**src/rtl/uart_rx_deframer_if.sv**
```systemverilog
// Receive-side pin, FIFO push and flow-control bundle for the UART deframer.
// The master side is the deframer, and the slave side is the FIFO/pin environment.
interface uart_rx_deframer_if #(
    parameter int DATA_BITS = 8
);
    logic                 Rx;
    logic                 FIFO_Full;
    logic                 RTS;
    logic [DATA_BITS-1:0] Rx_Data;
    logic                 Data_Rdy;
    logic [2:0]           Rx_Error;
    logic                 Rx_Busy;

    modport master (
        input  Rx, FIFO_Full,
        output RTS, Rx_Data, Data_Rdy, Rx_Error, Rx_Busy
    );

    modport slave (
        output Rx, FIFO_Full,
        input  RTS, Rx_Data, Data_Rdy, Rx_Error, Rx_Busy
    );
endinterface

```
**src/rtl/uart_rx_deframer.sv**
```systemverilog
// UART receive deframer: it samples each bit at mid-bit and pushes {data, error} one cycle after the last stop sample.
// It has no backpressure: pushes happen even when FIFO_Full is set, and RTS only reflects FIFO occupancy.
module uart_rx_deframer #(
    parameter int SYSCLK_RATE = 100000000,
    parameter int BAUD_RATE   = 9600,
    parameter int DATA_BITS   = 8,
    parameter int PARITY_BIT  = 1,
    parameter int STOP_BITS   = 2
) (
    input  logic               Clk,
    input  logic               Rst,
    uart_rx_deframer_if.master bus
);
    localparam int CLKS_PER_BIT = SYSCLK_RATE / BAUD_RATE;
    localparam int HALF         = CLKS_PER_BIT / 2;
    localparam int CCNT_W       = $clog2(CLKS_PER_BIT);
    localparam int BCNT_W       = 4;

    generate
        if (CLKS_PER_BIT < 4) begin : g_bad_rate
            $error("uart_rx_deframer: CLKS_PER_BIT must be >= 4");
        end
    endgenerate

    typedef enum logic [2:0] {
        S_IDLE, S_START, S_DATA, S_PARITY, S_STOP, S_DONE, S_BRK_WAIT
    } state_t;

    state_t               state, state_n;
    logic                 rx_meta, rxs;
    logic                 rts_q;
    logic [CCNT_W-1:0]    ccnt, ccnt_n;
    logic [BCNT_W-1:0]    bcnt, bcnt_n;
    logic [DATA_BITS-1:0] shreg, shreg_n;
    logic                 perr, perr_n, ferr, ferr_n, brk, brk_n;
    logic [DATA_BITS-1:0] rx_data_q, rx_data_n;
    logic [2:0]           rx_err_q, rx_err_n;
    logic                 rdy_q, rdy_n;
    logic                 bit_end;

    assign bit_end = (ccnt == CCNT_W'(CLKS_PER_BIT - 1));

    always_ff @(posedge Clk or posedge Rst) begin
        if (Rst) begin
            rx_meta   <= 1'b1;
            rxs       <= 1'b1;
            rts_q     <= 1'b0;
            state     <= S_IDLE;
            ccnt      <= '0;
            bcnt      <= '0;
            shreg     <= '0;
            perr      <= 1'b0;
            ferr      <= 1'b0;
            brk       <= 1'b0;
            rx_data_q <= '0;
            rx_err_q  <= '0;
            rdy_q     <= 1'b0;
        end else begin
            rx_meta   <= bus.Rx;
            rxs       <= rx_meta;
            rts_q     <= !bus.FIFO_Full;
            state     <= state_n;
            ccnt      <= ccnt_n;
            bcnt      <= bcnt_n;
            shreg     <= shreg_n;
            perr      <= perr_n;
            ferr      <= ferr_n;
            brk       <= brk_n;
            rx_data_q <= rx_data_n;
            rx_err_q  <= rx_err_n;
            rdy_q     <= rdy_n;
        end
    end

    always_comb begin
        state_n   = state;
        ccnt_n    = ccnt;
        bcnt_n    = bcnt;
        shreg_n   = shreg;
        perr_n    = perr;
        ferr_n    = ferr;
        brk_n     = brk;
        rx_data_n = rx_data_q;
        rx_err_n  = rx_err_q;
        rdy_n     = 1'b0;
        unique case (state)
            S_IDLE: begin
                ccnt_n = '0;
                bcnt_n = '0;
                if (!rxs) begin
                    state_n = S_START;
                    perr_n  = 1'b0;
                    ferr_n  = 1'b0;
                    brk_n   = 1'b1;
                end
            end
            S_START: begin
                if (ccnt == CCNT_W'(HALF - 1)) begin
                    ccnt_n  = '0;
                    state_n = rxs ? S_IDLE : S_DATA;
                end else begin
                    ccnt_n = ccnt + CCNT_W'(1);
                end
            end
            S_DATA: begin
                if (bit_end) begin
                    ccnt_n  = '0;
                    shreg_n = DATA_BITS'({shreg, rxs});
                    if (rxs) brk_n = 1'b0;
                    if (bcnt == BCNT_W'(DATA_BITS - 1)) begin
                        bcnt_n  = '0;
                        state_n = (PARITY_BIT != 0) ? S_PARITY : S_STOP;
                    end else begin
                        bcnt_n = bcnt + BCNT_W'(1);
                    end
                end else begin
                    ccnt_n = ccnt + CCNT_W'(1);
                end
            end
            S_PARITY: begin
                if (bit_end) begin
                    ccnt_n  = '0;
                    perr_n  = rxs ^ (^shreg);
                    if (rxs) brk_n = 1'b0;
                    state_n = S_STOP;
                end else begin
                    ccnt_n = ccnt + CCNT_W'(1);
                end
            end
            S_STOP: begin
                if (bit_end) begin
                    ccnt_n = '0;
                    if (!rxs) ferr_n = 1'b1;
                    else      brk_n  = 1'b0;
                    // Result is registered on the last stop sample so it is valid during the DONE cycle.
                    if (bcnt == BCNT_W'(STOP_BITS - 1)) begin
                        bcnt_n    = '0;
                        state_n   = S_DONE;
                        rdy_n     = 1'b1;
                        rx_data_n = shreg;
                        rx_err_n  = brk_n ? 3'b001 : {ferr_n, perr_n, 1'b0};
                    end else begin
                        bcnt_n = bcnt + BCNT_W'(1);
                    end
                end else begin
                    ccnt_n = ccnt + CCNT_W'(1);
                end
            end
            S_DONE:     state_n = rxs ? S_IDLE : S_BRK_WAIT;
            S_BRK_WAIT: if (rxs) state_n = S_IDLE;
            default:    state_n = S_IDLE;
        endcase
    end

    assign bus.RTS      = rts_q;
    assign bus.Rx_Data  = rx_data_q;
    assign bus.Data_Rdy = rdy_q;
    assign bus.Rx_Error = rx_err_q;
    assign bus.Rx_Busy  = (state != S_IDLE);
endmodule
```
**src/flat_wrapper.sv**
```systemverilog
// flat-port wrapper written by rule: the top's interface ports become plain ports
module uart_rx_deframer_flat 
#(
    parameter int SYSCLK_RATE = 100000000,
    parameter int BAUD_RATE   = 9600,
    parameter int DATA_BITS   = 8,
    parameter int PARITY_BIT  = 1,
    parameter int STOP_BITS   = 2
)
  (Clk, Rst, bus_Rx, bus_FIFO_Full, bus_RTS, bus_Rx_Data, bus_Data_Rdy, bus_Rx_Error, bus_Rx_Busy);
  uart_rx_deframer_if #(.DATA_BITS(DATA_BITS)) bus_i ();
  input  logic Clk;
  input  logic Rst;
  input wire logic [$bits(bus_i.Rx)-1:0] bus_Rx;
  input wire logic [$bits(bus_i.FIFO_Full)-1:0] bus_FIFO_Full;
  output wire logic [$bits(bus_i.RTS)-1:0] bus_RTS;
  output wire logic [$bits(bus_i.Rx_Data)-1:0] bus_Rx_Data;
  output wire logic [$bits(bus_i.Data_Rdy)-1:0] bus_Data_Rdy;
  output wire logic [$bits(bus_i.Rx_Error)-1:0] bus_Rx_Error;
  output wire logic [$bits(bus_i.Rx_Busy)-1:0] bus_Rx_Busy;
  assign bus_i.Rx = bus_Rx;
  assign bus_i.FIFO_Full = bus_FIFO_Full;
  assign bus_RTS = bus_i.RTS;
  assign bus_Rx_Data = bus_i.Rx_Data;
  assign bus_Data_Rdy = bus_i.Data_Rdy;
  assign bus_Rx_Error = bus_i.Rx_Error;
  assign bus_Rx_Busy = bus_i.Rx_Busy;
  uart_rx_deframer #(.SYSCLK_RATE(SYSCLK_RATE), .BAUD_RATE(BAUD_RATE), .DATA_BITS(DATA_BITS), .PARITY_BIT(PARITY_BIT), .STOP_BITS(STOP_BITS)) u_core (.Clk(Clk), .Rst(Rst), .bus(bus_i));
endmodule
```
**config.mk**
```make
export PLATFORM = sky130hd
export DESIGN_NAME = uart_rx_deframer_flat
export DESIGN_NICKNAME = d
export VERILOG_FILES = /design/src/rtl/uart_rx_deframer_if.sv /design/src/rtl/uart_rx_deframer.sv /design/src/flat_wrapper.sv
export SDC_FILE = /design/constraint.sdc
export NUM_CORES = 1
export LEC_CHECK = 0
export ABC_CLOCK_PERIOD_IN_PS = 2700
export CAP_MARGIN = 20
export CORE_MARGIN = 2
export CORE_UTILIZATION = 50
export CTS_BUF_LIST = sky130_fd_sc_hd__clkbuf_2
export DETAILED_ROUTE_END_ITERATION = 10
export PLACE_DENSITY = 0.79
export SYNTH_ARGS = -nofsm -noshare
export SYNTH_HDL_FRONTEND = slang
export SYNTH_SLANG_ARGS = --single-unit
```
**constraint.sdc**
```tcl
create_clock -name Clk -period 2.7 [get_ports Clk]
set_clock_uncertainty 0.1 [all_clocks]
set_input_delay 0.405 -clock Clk [delete_from_list [all_inputs] [get_ports Clk]]
set_output_delay 0.405 -clock Clk [all_outputs]
set_load 0.03 [all_outputs]
```
* After elaboration in Yosys (flattened, before gate mapping)
Cells that the tools add are included.
W data, S select, Z words.
** Storage, ports and cells
- Register bits after elaboration :: 47
- Bits of input ports :: 4
- Output and inout port bits :: 14
- Logic and storage cells :: 88
** Cells by class
- Add/subtract/negate cells :: 2
- Equality and inequality tests :: 19
- Multiplexer cells :: 35
- Bitwise logic cells :: 1
- Reductions and logical operators :: 18
** Operators by type and width (number)
- $pmux W14 S3 :: 1
- $mux W3 :: 10
- $mux W14 :: 2
- $pmux W3 S7 :: 1
- $mux W4 :: 4
- $ne A2 B1 Y1 const B :: 8
- $add A14 B1 Y14 const B :: 1
- $eq A14 B13 Y1 const B :: 1
- $eq A14 B14 Y1 const B :: 1
- $mux W1 :: 12
- $pmux W4 S3 :: 1
- $reduce_and A3 Y1 :: 4
- $reduce_bool A3 Y1 :: 4
- $eq A3 B3 Y1 const B :: 3
- $reduce_and A8 Y1 :: 1
- $reduce_xor A8 Y1 :: 1
- $eq A3 B2 Y1 const B :: 2
- $add A4 B1 Y4 const B :: 1
- $eq A4 B1 Y1 const B :: 1
- $eq A4 B3 Y1 const B :: 1
- $pmux W1 S2 :: 2
- $reduce_and A4 Y1 :: 1
- $reduce_bool A2 Y1 :: 2
- $eq A3 B1 Y1 const B :: 1
- other kinds (9) :: 9

* Longest topological paths before layout
- Depth in word-level cells :: 5
- Mapped depth :: 8
- Depth with buffers taken out :: 7

* Worst setup path after synthesis
Ideal clock, no wire load.
- Path type :: flip-flop to flip-flop
- Start point :: register u_core.bcnt[1]
- End point :: register u_core.state[0]
- Setup time :: 125 ps
- Data arrival time :: 1877 ps
- Required time :: 2475 ps
- Path slack :: 598 ps
- Stages on the path, launching flop included :: 8
- Buffers on the path :: 0
- Clock period less this slack :: 2102 ps
- Path through :: dfrtp_1 inv_1 ha_1 or3b_4 a22oi_1 a31oi_1 nor2_4 mux2_4
** Between the ends
- Word-level cells in the longest chain between the ends :: 3
- Elaborated cells between the ends (all ways) :: 5
** Ends and longest elaborated chain
- start: declaration :: line uart_rx_deframer.sv:33 : logic [BCNT_W-1:0] bcnt, bcnt_n;
- start signal: assignment :: line uart_rx_deframer.sv:64 : bcnt <= bcnt_n;
- $eq A4 B1 Y1 or $eq A4 B3 Y1 (tied branches) :: line uart_rx_deframer.sv:136, uart_rx_deframer.sv:110
- $ne A2 B1 Y1 (no line)
- $reduce_and A8 Y1 (no line) (*)
- end signal: assignment :: line uart_rx_deframer.sv:62 : state <= state_n;
- end: declaration :: line uart_rx_deframer.sv:29 : state_t state, state_n;
Mark *: on every way between the ends. The rest lies on a longest branch, timed or not.
A chain may end at the register's enable or synchronous reset.

* Worst setup path in the final report
- Start point :: register u_core.state[2]
- End point :: output bus_Rx_Busy
** Between the ends
- Word-level cells in the longest chain between the ends :: 1
** Ends and longest elaborated chain
- $reduce_bool A3 Y1 :: line uart_rx_deframer.sv:159 : assign bus.Rx_Busy = (state != S_IDLE);
- end: declaration :: line flat_wrapper.sv:20 : output wire logic [$bits(bus_i.Rx_Busy)-1:0] bus_Rx_Busy;
No other way between the ends.

==> flow_summary.json <==
{
  "synth_cell_types": 55,
  "synth-main-ff-cell": "dfrtp_1",
  "timing.hold.ws_ps": 248,
  "drv_cap": 0,
  "synth_fa_ha_area_share_pct": 1.90,
  "crit_chain": "or3_1 -> clkdlybuf4s50_1",
  "drive_gt1_share_pct": 16.5,
  "die-area_mm2": 0.00559,
  "hold_viol": 0,
  "fp.dieW_um": 74.8,
  "tritoncts": "yes",
  "place_ws_ps": 413,
  "antenna_found_initial": 0,
  "path_class": "flop to primary output",
  "synth_warnings": 0,
  "antenna_left": 0,
  "avgSynthCellArea_um2": 10.2,
  "synth_cells": 246,
  "synth_top_family_by_area": "simple AND/OR/NAND/NOR gates",
  "hp-class": "input port to async pin",
  "clkPwrFrac_pct": 28.6,
  "final-instance-count-excl-fill": 333,
  "io_buffers": 17,
  "path_buf_inv": 1,
  "hpwl_um": 3350,
  "pwr-share-comb_pct": 2.9,
  "synthXorXnorAreaFrac_pct": 3.15,
  "drt_wl_total_um": 4630,
  "synth_top_area_share_pct": 45.0,
  "htree_levels": 2,
  "critPathMaxStageDelay_ps": 600,
  "synth-simple-area-share_pct": 23.1,
  "pwr-share-seq_pct": 68.6,
  "min_period_ps": 2570,
  "drc": 0,
  "nets": 272,
  "postPlaceCellArea_mm2": 0.00269,
  "slew_headroom_pct": 53.4,
  "grt_overflow_total": 0,
  "grt_max_degree": 36,
  "grt_setup_unrepaired": "false",
  "max_freq_ghz": 0.390,
  "antenna_cells": 0,
  "synth_area_leader_cell": "dfrtp_1",
  "cp_slowest_cell": "clkdlybuf4s50_1",
  "synth_area_leaders": "dfrtp_1 (45%), nand2_1 (7.2%), mux2_2 (3.1%)",
  "required_ps": 2190,
  "swShare_pct": 24.6,
  "io_pins": 18,
  "ys_seq_elements": 47,
  "ys_seq_area_share_pct": 47.1,
  "cp.arrival_ps": 2060,
  "insertion_delay_ps": 430,
  "syn_to_final_growth_pct": 9.30,
  "p_leak_nw": 1.32,
  "place_inst": 325,
  "grt_util_all_layers_pct": 19.1,
  "cts.clk_slew.worst_paths_ps": 250,
  "cpLargestDelayFamily": "buffers and inverters",
  "powerDensity_mw_per_mm2": 379,
  "muxShareOfSynthArea_pct": 4.95,
  "syn_area_mm2": 0.00250,
  "outcome": "completed",
  "synth-compound-area-share_pct": 14.0,
  "rows": 25,
  "tightest_slew_ps": 697,
  "gp_congestion": 0.846,
  "final.setup.worst_slack_ps": 135,
  "holdBufCountCts": 0,
  "first_iter_violations": 92,
  "switchingPower_uw": 255,
  "synthArstFlopShare_pct": 100,
  "period_share_pct": 95.0,
  "post_drt_wl_per_cell_um": 13.9,
  "crit_path_start_kind": "flop",
  "stdcell_area_mm2": 0.00274,
  "synth_edf_count": 0,
  "grt_pass1_vias": 1810,
  "via_per_inst": 5.61,
  "cts_buffers": 5,
  "power.internal_uw": 781,
  "vias": 1869,
  "fin_tns_setup_ps": 0,
  "grt_pass1_wl_um": 8210,
  "initial_core_util_pct": 52.3,
  "syn_nets": 253,
  "slew_violations": 0,
  "post_cts_resized": 0,
  "ir_drop_mv": 0.256,
  "cts_sinks": 47,
  "clk_path_buf_depth": 2,
  "finalSetupViolations": 0,
  "core_region_area_mm2": 0.00479,
  "cts_setup_buffers": 0,
  "die_h_um": 74.8,
  "endpoint_kind": "primary output",
  "cts-root-buf": "clkbuf_2",
  "cp_max_fo": 14,
  "drtPass1Iterations": 4
}
registers in the layout (all words and copies together) (netlist names):
| register | flops |
|---|---|
| u_core.bus.RTS | 1 |
| u_core.bus.Data_Rdy | 1 |
| u_core.bus.Rx_Error | 3 |
| u_core.bcnt | 4 |
| u_core.rxs | 1 |
| u_core.ccnt | 14 |
| u_core.shreg | 8 |
| u_core.ferr | 1 |
| u_core.bus.Rx_Data | 8 |
| u_core.rx_meta | 1 |
| u_core.perr | 1 |
| u_core.brk | 1 |
| u_core.state | 3 |
per-stage QoR:
stage | util (%) | power [mW]
final | 57.2 | 1.04
after global routing | 57.2 | 1.09
after CTS | 57.2 | 1.05
after detailed placement | 56.2 | 0.753
after global placement | 56.2 | 0.753
after floorplan | - | 0.739
metal layers:
metal / wire, um / part of all wire [%] / global-route usage, %
met5: 0 / 0 / 0
met3: 220 / 4.7 / 4.82
met2: 2190 / 47 / 30.2
met1: 2160 / 47 / 25.4
met4: 62 / 1.3 / 7.34
path summary, 6_finish.rpt:
check                                             from                           to  slack [ps]  cells past startpoint
max                        u_core.state[2]$_DFFE_PP0P_                  bus_Rx_Busy         130                      2
min                                                Rst   u_core.ccnt[6]$_DFFE_PP0P_         250                      2
max reg2reg                 u_core.bcnt[1]$_DFFE_PP0P_  u_core.state[0]$_DFFE_PP0P_         370                      7
min reg2reg                   u_core.rx_meta$_DFF_PP1_         u_core.rxs$_DFF_PP1_         270                      0
max in group asynchronous                          Rst   u_core.ccnt[9]$_DFFE_PP0P_        1620                      3
min in group Clk                                bus_Rx     u_core.rx_meta$_DFF_PP1_         250                      1
cell usage after synthesis (3+ instances only):
cell	instances
nand2_1	48
ha_1	3
nor2_1	14
inv_1	7
xnor2_1	7
nand3_1	9
and3_1	4
mux2_2	7
nand4_1	3
mux2_4	3
a21oi_1	14
a31oi_1	11
a22o_1	5
o21ai_0	12
buf_6	6
dfrtp_1	45
cells by family after synthesis:
logic type,count (synthesis)
buffers and inverters,19
muxes,10
AOI/OAI and AO/OA,53
and+or+nand+nor,104
adders and majority gates,4
DFF,47
xor gates and xnor gates,9
power groups by stage:
stage / Sequential (mW) / Clock, mW / Combinational (mW)
floorplan: 0.724 / 0 / 0.0159
global placement: 0.722 / 0 / 0.0305
detailed placement: 0.722 / 0 / 0.0310
CTS: 0.711 / 0.307 / 0.0310
global route: 0.712 / 0.343 / 0.0346
finish: 0.711 / 0.296 / 0.0297
final cells by class:
type	instances	area, um2
Clock buffer	5	25.0
Clock inverter	3	20.0
Fill cell	423	2050
Inverter	7	26.3
Multi-Input combinational cell	180	1180
Sequential cell	47	1180
Tap cell	67	83.8
Timing Repair Buffer	24	223
placed cells by master (no fill, tap or decap), drive strengths merged, types with 4 or more instances in the layout:
| cell | n |
|---|---|
| a31oi | 11 |
| xnor2 | 7 |
| nand3 | 10 |
| a21oi | 14 |
| clkbuf | 5 |
| a22o | 5 |
| nand4 | 4 |
| clkdlybuf4s50 | 17 |
| o21ai | 13 |
| mux2 | 10 |
| and3 | 5 |
| dfrtp | 45 |
| nor2 | 15 |
| buf | 7 |
| nand2 | 48 |
| inv | 7 |
(Power assumes the default switching activity.)
